===== config.mk =====
export PLATFORM = sky130hd
export DESIGN_NAME = lancer_roulement
export DESIGN_NICKNAME = d
export VERILOG_FILES = /design/src/rtl/lancer_roulement.sv
export SDC_FILE = /design/constraint.sdc
export NUM_CORES = 1
export LEC_CHECK = 0
export ABC_CLOCK_PERIOD_IN_PS = 3200
export CORE_UTILIZATION = 30
export DETAILED_ROUTE_END_ITERATION = 10
export PLACE_DENSITY_LB_ADDON = 0.1
export SLEW_MARGIN = 5
export SYNTH_ARGS = -nofsm -noshare
export SYNTH_HDL_FRONTEND = slang
export SYNTH_SLANG_ARGS = --single-unit

===== constraint.sdc =====
create_clock -name CLK -period 3.2 [get_ports CLK]
set_input_delay 0.48 -clock CLK [delete_from_list [all_inputs] [get_ports CLK]]
set_output_delay 0.48 -clock CLK [all_outputs]
set_load 0.02 [all_outputs]

===== src/rtl/lancer_roulement.sv =====
// Roll engine: spins a counter through a latched [Min,Max] range while Lancer is held, then decelerates over NB_PAS steps and latches the result.
// Latency: one edge to load Min_l, one step per held edge, settle takes DIV_BASE*(2^NB_PAS-1) edges after release; all outputs registered.
// Backpressure: none; Lancer is a level input sampled every edge, and results are announced by a one-cycle Valide pulse.
//
// Ports:
//   CLK, RST_N   : system clock (rising edge), asynchronous active-low reset
//   Min, Max     : face range from the decoder, sampled only on the roll-start edge
//   Lancer       : roll button (debounced, synchronous), level-sensitive
//   Affiche      : live counter value, for the spin animation
//   Valeur       : last settled result, held until the next settle
//   Valide       : one-cycle pulse on the edge that updates Valeur
//   Occupe       : high while spinning or decelerating
module lancer_roulement #(
  parameter int NB_PAS   = 8,
  parameter int DIV_BASE = 1
) (
  input  logic       CLK,
  input  logic       RST_N,
  input  logic [6:0] Min,
  input  logic [6:0] Max,
  input  logic       Lancer,
  output logic [6:0] Affiche,
  output logic [6:0] Valeur,
  output logic       Valide,
  output logic       Occupe
);

  localparam logic [1:0] ATTENTE = 2'd0;
  localparam logic [1:0] ROULE   = 2'd1;
  localparam logic [1:0] RALENTI = 2'd2;
  localparam logic [1:0] FINI    = 2'd3;

  localparam int PW = (NB_PAS < 2) ? 1 : $clog2(NB_PAS + 1);

  logic [1:0]    etat;
  logic [6:0]    cnt;
  logic [6:0]    min_l;
  logic [6:0]    max_l;
  logic [PW-1:0] pas;
  logic [15:0]   intervalle;
  logic [15:0]   tempo;

  logic [6:0]    cnt_pas;
  logic [PW-1:0] pas_suiv;
  logic          fin_tempo;

  // Wrap at the latched upper bound keeps the counter inside [min_l, max_l].
  always_comb begin
    cnt_pas   = (cnt == max_l) ? min_l : cnt + 7'd1;
    pas_suiv  = pas + {{(PW-1){1'b0}}, 1'b1};
    fin_tempo = (tempo == intervalle - 16'd1);
  end

  assign Affiche = cnt;

  always_ff @(posedge CLK or negedge RST_N) begin
    if (!RST_N) begin
      etat       <= ATTENTE;
      cnt        <= 7'd0;
      min_l      <= 7'd0;
      max_l      <= 7'd0;
      pas        <= '0;
      intervalle <= 16'd0;
      tempo      <= 16'd0;
      Valeur     <= 7'd0;
      Valide     <= 1'b0;
      Occupe     <= 1'b0;
    end else begin
      // Valide is only raised on the FINI entry edge, so it drops on the next one.
      Valide <= 1'b0;
      case (etat)
        ATTENTE, FINI: begin
          if (Lancer) begin
            etat   <= ROULE;
            Occupe <= 1'b1;
            min_l  <= Min;
            // An inverted range collapses to the single face Min.
            max_l  <= (Min > Max) ? Min : Max;
            cnt    <= Min;
          end
        end
        ROULE: begin
          if (Lancer) begin
            cnt <= cnt_pas;
          end else begin
            // Release edge: no step, the deceleration schedule starts fresh.
            etat       <= RALENTI;
            pas        <= '0;
            intervalle <= 16'(DIV_BASE);
            tempo      <= 16'd0;
          end
        end
        RALENTI: begin
          if (Lancer) begin
            // Re-press wins over any step due on this edge; spin resumes from cnt.
            etat <= ROULE;
          end else if (fin_tempo) begin
            cnt        <= cnt_pas;
            pas        <= pas_suiv;
            intervalle <= intervalle << 1;
            tempo      <= 16'd0;
            if (pas_suiv == PW'(NB_PAS)) begin
              etat   <= FINI;
              Valeur <= cnt_pas;
              Valide <= 1'b1;
              Occupe <= 1'b0;
            end
          end else begin
            tempo <= tempo + 16'd1;
          end
        end
        default: etat <= ATTENTE;
      endcase
    end
  end

endmodule


==> results.py <==
metrics = {
    "finish": {
        "drive_above_1_share_pct": 17.7,
        "num_antenna_cells": 0,
        "fin_area_sq_um": 5600,
        "area_growth_pct": 27.5,
        "fin_nets": 575,
    },
    "setup_path": {
        "r2r_slack_ns": -0.01,
        "cpMostUsedCell": "or4_4",
        "endpoint_kind": "flip-flop",
        "cp-endpoint": "Affiche[1]$_DFFE_PN0P_",
        "startpoint": "intervalle[3]$_DFFE_PN0P_",
        "crit_type": "reg -> reg",
        "critical_path.startpoint_type": "flip-flop",
        "worst_path_max_delay_cell": "or4_4",
        "slowest_delay_ns": 0.59,
        "r2r-end": "Affiche[1]$_DFFE_PN0P_",
        "worstPathCellList": "or4_4 > nor4_4 > xnor2_1 > or4_4 > nor4_2 > nand3b_1 > o31a_4 > mux2_4",
        "r2r_cells": 8,
        "cp_max_fo": 7,
        "r2r-start": "intervalle[3]$_DFFE_PN0P_",
        "crit_required_ns": 3.42,
        "cp_num_cells": 8,
        "crit_family": "simple AND/OR/NAND/NOR gates",
        "cp.arrival_ns": 3.43,
        "cp_num_buf_inv": 0,
    },
    "route": {
        "via_count": 3757,
        "vias_per_cell": 5.15,
        "drt_iter0_drc": 226,
        "routedWlPerCell_um": 16.7,
        "drt_wl_total_mm": 12.1,
        "drt-pass1-iter-count": 5,
        "post-route-drc-count": 0,
        "antenna_left": 0,
    },
    "cts": {
        "cts_tree": "built",
        "hold_buffers": 0,
        "clockBufferDepth": 2,
        "cts.sinks": 68,
        "clkLatencyLatePin_ns": 0.33,
        "cts_root_buffer": "clkbuf_16",
        "cts_buffers": 9,
        "clk_pin_slew_ns": 0.06,
        "htreeDepth": 3,
    },
    "timing": {
        "clock.fmax_ghz": 0.311,
        "drv_slew": 0,
        "post-route-min-period_ns": 3.21,
        "skew_ns": 0.00582,
        "slew_headroom_pct": 35.9,
        "worst_pin_slew_ns": 0.962,
        "timing_hold_violations_final": 0,
        "setup_viol": 6,
        "tns_ns": -0.0496,
        "whs_ns": 0.285,
        "rsz0062_at_grt": "true",
        "finalCritPeriodShare_pct": 100,
        "setup_ws_ns": -0.0108,
    },
    "die": {
        "start_util_pct": 31.2,
        "num_io_pins": 33,
        "die_x_um": 123,
        "die_area_sq_um": 15100,
        "die_y_um": 123,
        "fp.coreArea_sq_um": 14100,
        "row_count": 43,
    },
    "grt": {
        "grt_pass1_wl_mm": 19.4,
        "overflow": 0,
        "grt_max_degree": 41,
        "grt.total_usage_pct": 17.1,
        "grt_pass1_vias": 3575,
        "antenna_found_initial": 0,
    },
    "hold_path": {
        "hold_path.class": "in -> async",
    },
    "synthesis": {
        "yosysWarningCount": 0,
        "seq_area_frac_synth_pct": 38.7,
        "synth_edf_count": 0,
        "ys_ff_latch": 68,
        "synth_cell_types": 63,
        "syn_inst": 492,
        "avgSynthCellArea_sq_um": 8.94,
        "async_flop_share_pct": 100,
        "synthesis.area_sq_um": 4400,
        "synth-main-ff-cell": "dfrtp_1",
        "syn_nets": 523,
    },
    "placement": {
        "port_buffers": 32,
        "pre_cts_slack_ns": -0.0954,
        "dp_hpwl_mm": 8.60,
        "place.gp.congestion": 0.850,
        "place_area_sq_um": 5080,
    },
    "run": {
        "drv_cap": 0,
    },
    "status": {
        "status": "finished, violations left",
        "violations": "negative setup slack",
    },
    "power_and_ir_drop": {
        "powerDensity_nw_per_um2": 819,
        "p_leak_nw": 2.54,
        "ir_drop_uv": 322,
    },
}
[kinds of logic after synthesis]
kind of cell / share of synthesized area (%)
flops: 38.7
mux: 7.77
compound gates: 13.5
fa+ha+maj: 3.98
xor+xnor: 8.96
buf+inv: 5.26
simple gates: 21.9
[registers in the layout (all words and copies together), names as in the netlist]
name and flops:
etat 2, pas 4, Valeur 7, Occupe 1, Affiche 7, max_l 7
intervalle 16, tempo 16, min_l 7, Valide 1
[worst register-to-register path, cell delays in order (launching register included)]
cell and delay, ns:
dfrtp_1 0.38, or4_4 0.59, nor4_4 0.35, xnor2_1 0.10
or4_4 0.54, nor4_2 0.15, nand3b_1 0.21, o31a_4 0.47
mux2_4 0.31
[layer usage]
metal	wire length, um	share of wire, %	track usage, %	vias up
met5	0	0	0	-
met4	142	1.2	5.65	0
met3	408	3.4	2.54	11
met2	5480	45	26.2	71
met1	6120	50	24.4	1836
li1	-	-	-	1839
[how the worst min path moves through the flow]
stage	startpoint	endpoint	slack (ns)	depth (start not counted)
after floorplan	RST_N	Affiche[0]$_DFFE_PN0P_	0.18	0
after global placement	min_l[6]$_DFFE_PN0P_	min_l[6]$_DFFE_PN0P_	0.48	1
after detailed placement	min_l[2]$_DFFE_PN0P_	min_l[2]$_DFFE_PN0P_	0.49	1
after CTS	RST_N	max_l[6]$_DFFE_PN0P_	0.32	1
after global routing	RST_N	max_l[6]$_DFFE_PN0P_	0.36	1
final	RST_N	max_l[6]$_DFFE_PN0P_	0.28	1
[final cells by class]
class,instances,area (sq um)
Fill cell,1417,8490
Multi-Input combinational cell,370,2580
Sequential cell,68,1700
Timing Repair Buffer,71,683
Clock buffer,9,225
Tap cell,180,225
Clock inverter,7,98.8
Inverter,24,90.1
[cells in the mapped netlist, drive strengths merged, types with 3 or more instances]
library cell | number | area share [%]
dfrtp | 68 | 39
nand2 | 66 | 5.7
nor2 | 56 | 4.8
o21ai | 32 | 3.6
inv | 24 | 2.0
xor2 | 24 | 4.8
xnor2 | 21 | 4.2
clkbuf | 19 | 1.6
mux2 | 15 | 4.4
mux2i | 15 | 3.4
ha | 14 | 4.0
nand3 | 13 | 1.5
buf | 11 | 1.6
a21oi | 10 | 1.2
a221o | 9 | 2.0
nor4 | 9 | 1.6
nand4 | 7 | 1.0
nor2b | 7 | 1.0
nor3 | 6 | 0.68
o211ai | 6 | 1.0
and3 | 5 | 0.71
or4 | 5 | 1.0
a32o | 4 | 0.91
nor4b | 4 | 0.94
o22ai | 4 | 0.57
o31a | 4 | 0.80
nand4b | 3 | 0.60
[through the flow]
stage                     total power [mW]  std cells  utilization, %
final                                 4.59        729            39.8
after global routing                  4.90        729            39.8
after CTS                             4.42        725            38.7
after detailed placement              3.23        707            36.0
after global placement                3.22        707            36.0
after floorplan                       2.53        492               -
[layout by cell type, fill, tap and decap left out, drive strengths merged, types with 15 or more instances in the layout]
cell type       n
nand2          66
buf            38
o21ai          32
xor2           24
mux2i          15
inv            26
dfrtp          68
nor2           56
xnor2          21
mux2           15
clkdlybuf4s50  31
[power breakdown]
| part | internal (mW) | switching, mW |
|---|---|---|
| sequential | 1.03 | 0.195 |
| combinational | 1.05 | 1.22 |
| clock | 0.688 | 0.406 |
| total | 2.77 | 1.82 |
[timing repair]
action / CTS / global route
cloned: 1 / 2
endpoints found under the setup margin: 15 / 41
resized for setup: 9 / 20
buffers inserted: 2 / 3
pin swaps: 6 / 9
(Power assumes the default switching activity.)
